**src/rtl/spi_cfg_regfile.sv**
```systemverilog
// spi_cfg_regfile: addressed SPI (mode 0) configuration register file.
//
// The SPI pins are oversampled in the clk domain. Writes land in a shadow copy.
// The shadow is committed to cfg in a single clk after CSn deasserts, so the
// config outputs never change while a frame is being shifted in. Reads return
// the committed cfg.
//
// Frame: command byte {rw, ignored[6:AW], addr[AW-1:0]}, MSB first, followed
// by any number of W-bit data words. The address auto-increments and wraps at
// NREG-1.
//
// Ports:
//   clk        system clock, at least 4x spi_clk
//   rst_n      synchronous active-low reset
//   spi_clk    SPI clock (async)
//   spi_csn    SPI chip select, active low (async)
//   spi_mosi   SPI data in (async)
//   spi_miso   SPI data out, registered in the clk domain
//   cfg        committed registers, packed; register i at [i*W +: W]
//   cfg_update one-clk pulse on the first clk that cfg holds a commit
//   frame_err  sticky error for the last frame, cleared at the next CSn fall
module spi_cfg_regfile #(
  parameter int unsigned       W        = 8,
  parameter int unsigned       NREG     = 8,
  parameter int unsigned       AW       = 3,
  parameter logic [NREG*W-1:0] DEFAULTS = '0
) (
  input  logic              clk,
  input  logic              rst_n,
  input  logic              spi_clk,
  input  logic              spi_csn,
  input  logic              spi_mosi,
  output logic              spi_miso,
  output logic [NREG*W-1:0] cfg,
  output logic              cfg_update,
  output logic              frame_err
);

  localparam int unsigned SW = (W > 8) ? W : 8;  // shifter fits command byte and data word
  localparam int unsigned CW = $clog2(SW);
  localparam int unsigned IW = (NREG > 1) ? $clog2(NREG) : 1;

  typedef enum logic [1:0] {StIdle, StCmd, StData} state_e;

  // [0],[1] synchronise; [2] is the previous value used for edge detection
  logic [2:0]    r_sclk_sync;
  logic [2:0]    r_csn_sync;
  logic [2:0]    r_mosi_sync;

  state_e        r_state;
  logic [CW-1:0] r_bitcnt;
  logic [SW-2:0] r_shift;
  logic          r_rw;
  logic [AW-1:0] r_addr;
  logic          r_addr_bad;
  logic [W-1:0]  r_rd_word;
  logic          r_miso;
  logic [W-1:0]  r_shadow [NREG];
  logic [W-1:0]  r_cfg    [NREG];
  logic [NREG-1:0] r_dirty;
  logic          r_commit;
  logic          r_cfg_update;
  logic          r_frame_err;

  logic          w_sclk_rise;
  logic          w_sclk_fall;
  logic          w_csn_rise;
  logic          w_csn_fall;
  logic          w_mosi;
  logic [SW-1:0] w_shift_in;
  logic [AW-1:0] w_cmd_addr;
  logic          w_cmd_bad;
  logic [AW-1:0] w_addr_inc;
  logic [W-1:0]  w_cmd_rd_word;
  logic [W-1:0]  w_inc_rd_word;

  assign w_sclk_rise = r_sclk_sync[1] & ~r_sclk_sync[2];
  assign w_sclk_fall = ~r_sclk_sync[1] & r_sclk_sync[2];
  assign w_csn_rise  = r_csn_sync[1] & ~r_csn_sync[2];
  assign w_csn_fall  = ~r_csn_sync[1] & r_csn_sync[2];
  // MOSI one stage older than the clock rise: the value held just before the edge
  assign w_mosi      = r_mosi_sync[2];

  assign w_shift_in    = {r_shift, w_mosi};
  assign w_cmd_addr    = w_shift_in[AW-1:0];
  assign w_cmd_bad     = 32'(w_cmd_addr) >= NREG;
  assign w_addr_inc    = (r_addr == AW'(NREG - 1)) ? '0 : r_addr + 1'b1;
  assign w_cmd_rd_word = w_cmd_bad ? '0 : r_cfg[IW'(w_cmd_addr)];
  assign w_inc_rd_word = r_cfg[IW'(w_addr_inc)];

  for (genvar gi = 0; gi < NREG; gi++) begin : g_cfg_out
    assign cfg[gi*W +: W] = r_cfg[gi];
  end

  assign spi_miso   = r_miso;
  assign cfg_update = r_cfg_update;
  assign frame_err  = r_frame_err;

  always_ff @(posedge clk) begin
    if (!rst_n) begin
      r_sclk_sync  <= '0;
      r_csn_sync   <= '1;
      r_mosi_sync  <= '0;
      r_state      <= StIdle;
      r_bitcnt     <= '0;
      r_shift      <= '0;
      r_rw         <= 1'b0;
      r_addr       <= '0;
      r_addr_bad   <= 1'b0;
      r_rd_word    <= '0;
      r_miso       <= 1'b0;
      r_dirty      <= '0;
      r_commit     <= 1'b0;
      r_cfg_update <= 1'b0;
      r_frame_err  <= 1'b0;
      for (int i = 0; i < NREG; i++) begin
        r_shadow[i] <= DEFAULTS[i*W +: W];
        r_cfg[i]    <= DEFAULTS[i*W +: W];
      end
    end else begin
      r_sclk_sync  <= {r_sclk_sync[1:0], spi_clk};
      r_csn_sync   <= {r_csn_sync[1:0], spi_csn};
      r_mosi_sync  <= {r_mosi_sync[1:0], spi_mosi};
      r_cfg_update <= 1'b0;

      if (r_commit) begin
        for (int i = 0; i < NREG; i++) r_cfg[i] <= r_shadow[i];
        r_cfg_update <= 1'b1;
        r_commit     <= 1'b0;
      end

      // CSn rise ends the frame and takes priority over a coincident clock edge
      if (w_csn_rise && (r_state != StIdle)) begin
        r_state  <= StIdle;
        r_miso   <= 1'b0;
        r_commit <= |r_dirty;
        if ((r_state == StCmd) || (r_bitcnt != '0)) r_frame_err <= 1'b1;
      end else begin
        unique case (r_state)
          StIdle: begin
            if (w_csn_fall) begin
              r_state     <= StCmd;
              r_bitcnt    <= '0;
              r_frame_err <= 1'b0;
              r_dirty     <= '0;
              r_miso      <= 1'b0;
              // A pending commit means the shadow is already newer than cfg
              if (!r_commit) begin
                for (int i = 0; i < NREG; i++) r_shadow[i] <= r_cfg[i];
              end
            end
          end
          StCmd: begin
            if (w_sclk_rise) begin
              r_shift <= w_shift_in[SW-2:0];
              if (r_bitcnt == CW'(7)) begin
                r_state    <= StData;
                r_bitcnt   <= '0;
                r_rw       <= w_shift_in[7];
                r_addr     <= w_cmd_addr;
                r_addr_bad <= w_cmd_bad;
                r_rd_word  <= w_shift_in[7] ? w_cmd_rd_word : '0;
                if (w_cmd_bad) r_frame_err <= 1'b1;
              end else begin
                r_bitcnt <= r_bitcnt + 1'b1;
              end
            end
          end
          StData: begin
            if (w_sclk_rise) begin
              r_shift <= w_shift_in[SW-2:0];
              if (r_bitcnt == CW'(W - 1)) begin
                r_bitcnt <= '0;
                // An out-of-range start address parks the whole frame
                if (!r_addr_bad) begin
                  if (!r_rw) begin
                    r_shadow[IW'(r_addr)] <= w_shift_in[W-1:0];
                    r_dirty[IW'(r_addr)]  <= 1'b1;
                  end
                  r_addr    <= w_addr_inc;
                  r_rd_word <= r_rw ? w_inc_rd_word : '0;
                end
              end else begin
                r_bitcnt <= r_bitcnt + 1'b1;
              end
            end else if (w_sclk_fall && r_rw) begin
              r_miso    <= r_rd_word[W-1];
              r_rd_word <= r_rd_word << 1;
            end
          end
          default: r_state <= StIdle;
        endcase
      end
    end
  end

endmodule

```
**config.mk**
```make
export PLATFORM = sky130hd
export DESIGN_NAME = spi_cfg_regfile
export DESIGN_NICKNAME = d
export VERILOG_FILES = /design/src/rtl/spi_cfg_regfile.sv
export SDC_FILE = /design/constraint.sdc
export NUM_CORES = 1
export LEC_CHECK = 0
export CAP_MARGIN = 40
export CORE_MARGIN = 2
export CORE_UTILIZATION = 60
export CTS_BUF_LIST = sky130_fd_sc_hd__clkbuf_8 sky130_fd_sc_hd__clkbuf_16
export DETAILED_ROUTE_END_ITERATION = 8
export PLACE_DENSITY = 0.84
export SLEW_MARGIN = 20
export SYNTH_ARGS = -nofsm -noshare
export SYNTH_HDL_FRONTEND = slang
export SYNTH_SLANG_ARGS = --single-unit
```
**constraint.sdc**
```tcl
create_clock -name clk -period 9.3 [get_ports clk]
set_clock_uncertainty 0.1 [all_clocks]
set_input_delay 1.86 -clock clk [delete_from_list [all_inputs] [get_ports clk]]
set_output_delay 1.86 -clock clk [all_outputs]
set_load 0.02 [all_outputs]
```
==> key figures <==
Min path
  • Hold/Removal Path Class: reg2reg
  • Hold_sp: r_csn_sync[0]$_SDFF_PN1_

Global routing
  • GRT overflow: 0
  • Vias in the first global route: 6230
  • Total track usage: 31.67%
  • Largest net degree at the start of global routing: around 110
  • First-pass GRT wire length: 35510 µm
  • Initial antenna violation count: 0

Placement
  • Number of port buffers: 71
  • Post-DP HPWL: 15130 µm
  • Routability Congestion: 0.9451

Floorplan
  • Die footprint: about 15000 µm²
  • Top Ports: 72
  • Starting Density: 61.52%
  • Core box area: 13930 µm²
  • # rows: 43
  • Die height: 123.5 µm
  • Chip width: approximately 120 µm

Clock tree
  • Post-CTS setup buffer count: 0
  • CTS tree: built
  • CTS Hold Bufs: 0
  • Num CTS Buffers: 17
  • Clock sink count: between 150 and 200
  • H-tree levels: 4
  • Clk buf depth: 2
  • Clock-pin slew on the worst setup and hold paths: 70 ps
  • CTS root buffer: clkbuf_16
  • CTS resizes: 0
  • Worst skew pair latency: roughly 430 ps

Power and ir drop
  • Maximum VDD drop: approximately 0.00014 V
  • Power, Total: about 1.7 mW
  • Pwr per Cell Area: 170.3 nW/µm²
  • Leak pwr: 3.784 nW

Worst setup path
  • Setup crit start: rst_n
  • CP arrival: 4580 ps
  • Worst setup path category: in2reg
  • R2r startpoint: r_state[0]$_SDFFE_PP0P_
  • Crit-path cells: buf_2, buf_4, buf_16, inv_2, nor4_2, nand4_1, nand2_1
  • CP Max Fanout: 91
  • Slowest cell on crit path: nor4_2
  • Critical Path Source Type: input pin
  • Delay-heaviest family, CP: simple AND/OR/NAND/NOR gates
  • CP Capture Type: register
  • Critical path buffer and inverter count: 4
  • WP data required: ~9300 ps
  • Worst path max stage delay: 720 ps

Logic synthesis
  • Yosys reg bits: around 170
  • Commonest cells in the netlist: 128 x edfxtp_1, 104 x mux2i_1, 97 x nand2_1, 48 x and3_1, 45 x dfxtp_1
  • Post-synth top area share: 44.84%
  • Synth async-reset ratio: 0%
  • Main flop type after synthesis: edfxtp_1
  • Ys Warns: 0
  • Avg Cell Area, Syn: 11.52 µm²
  • Post-synthesis sequential area ratio: 55.35%
  • Top-count cell post-synth: edfxtp_1
  • Post-synthesis cell count: between 700 and 800
  • Netlist Area Pre-Place: roughly 8600 µm²
  • Number of synthesized flops with an enable pin: 128
  • Largest area contributor in the netlist: edfxtp_1
  • Post-synth net total: ~760
  • Ranking of synthesized cells by area: edfxtp_1 45%, mux2i_1 12%, dfxtp_1 11%
  • Post-synth cell types: 58

Route
  • Pre-antenna DRT Iters: 5
  • Antenna Nets Post-Route: 0
  • Initial drt markers: roughly 830
  • Drt total wl: between 20000 and 25000 µm
  • Vias: 6494
  • Vias/cell: 6.586
  • DRC violations left: 0
  • WL/cell: 23.47 µm

Finish
  • Fillers: 938
  • Number of nets in the layout: 806
  • Final Util: 71.75%
  • Diodes inserted: 0
  • Share of layout cells above drive strength 1: 8.437%
  • Area Growth Syn to Fin: 16.64%

Run status
  • Status: finished, final reports clean

Timing
  • Fmax: 0.2182 GHz
  • Unrepaired setup endpoints after global routing: false
  • Min Hold Slack: 317.1 ps
  • Relative slew slack: 50.01%
  • Setup violators final: 0
  • Final Hold Fails: 0
  • Setup tns final: 0 ps
  • Minimum clock period: 4583 ps
  • Max Transition Viols Final: 0
  • Final worst-path cycle share: 49.28%
  • Least-Margin Pin Slew: approximately 740 ps

Run
  • Max-cap violations: 0
-- worst register-to-register path, stage by stage (launching register included) --
cell and delay (ps):
dfxtp_1 330, inv_1 100, ha_1 480, nor3b_4 160
nor4_2 700, nand4_1 630, nand2_1 530
-- layout make-up --
cell class	count	area, µm²	share of cell area (%)
Sequential cell	173	4746	47.47
Multi-Input combinational cell	484	3462	34.63
Timing Repair Buffer	85	870.8	8.710
Clock buffer	17	425.4	4.255
Tap cell	180	225.2	2.253
Clock inverter	15	148.9	1.489
Inverter	32	120.1	1.201
-- per-layer routing --
metal | wire length (µm) | GRT usage [%]
met5 | 0 | 0
met4 | 607 | 10.09
met3 | 2082 | 6.365
met2 | 11000 | 50.58
met1 | 9448 | 43.80
-- cells by family after synthesis --
family	Yosys count	share of synthesized area (%)
fa+ha+maj	8	1.168
mux	112	14.25
simple gates	248	15.60
flops	173	55.35
buf+inv	87	4.320
compound gates	116	9.313
-- power breakdown --
group,switching (mW),internal [mW],total [mW]
Combinational,0.0668,0.0454,0.112
Clock,0.321,0.378,0.699
Sequential,0.0277,0.863,0.891
Total,0.415,1.29,1.70
-- state kept, by name (all words and copies together) (netlist names) --
name / cells
spi_miso: 1
r_mosi_sync: 3
r_commit: 1
cfg_update: 1
r_shadow: 64
r_rw: 1
r_addr: 3
frame_err: 1
r_rd_word: 8
r_dirty: 8
r_csn_sync: 3
r_bitcnt: 3
r_shift: 7
r_cfg: 64
r_state: 2
r_sclk_sync: 3
-- placed cells by master, fill, tap and decap left out, drive strengths merged, types with 17 or more instances in the layout --
| cell type | count |
|---|---|
| a21oi | 20 |
| and2 | 26 |
| and3 | 48 |
| clkbuf | 17 |
| clkdlybuf4s50 | 70 |
| dfxtp | 45 |
| edfxtp | 128 |
| inv | 40 |
| mux2i | 104 |
| nand2 | 97 |
| nor2 | 19 |
| o21ai | 34 |
-- metrics by stage --
stage          cell area (µm²)  cells  setup WS, ps
2_1_floorplan             8572    744          4687
3_3_place_gp              9296    945          4146
3_5_place_dp              9339    948          4026
4_1_cts                   9913    980          4463
5_1_grt                   9998    986          4606
6_report                  9998    986          4717
-- path summary, 6_finish.rpt --
kind                                    to  slack, ps  depth (start not counted)
hold reg to reg   r_csn_sync[1]$_SDFF_PN1_        320                          1
setup reg to reg  r_shadow[7][5]$_DFFE_PP_       5950                          6
setup / recovery  r_shadow[7][5]$_DFFE_PP_       4720                          7
hold / removal    r_csn_sync[1]$_SDFF_PN1_        320                          1
Note: power is estimated with default switching activity, not from simulation.
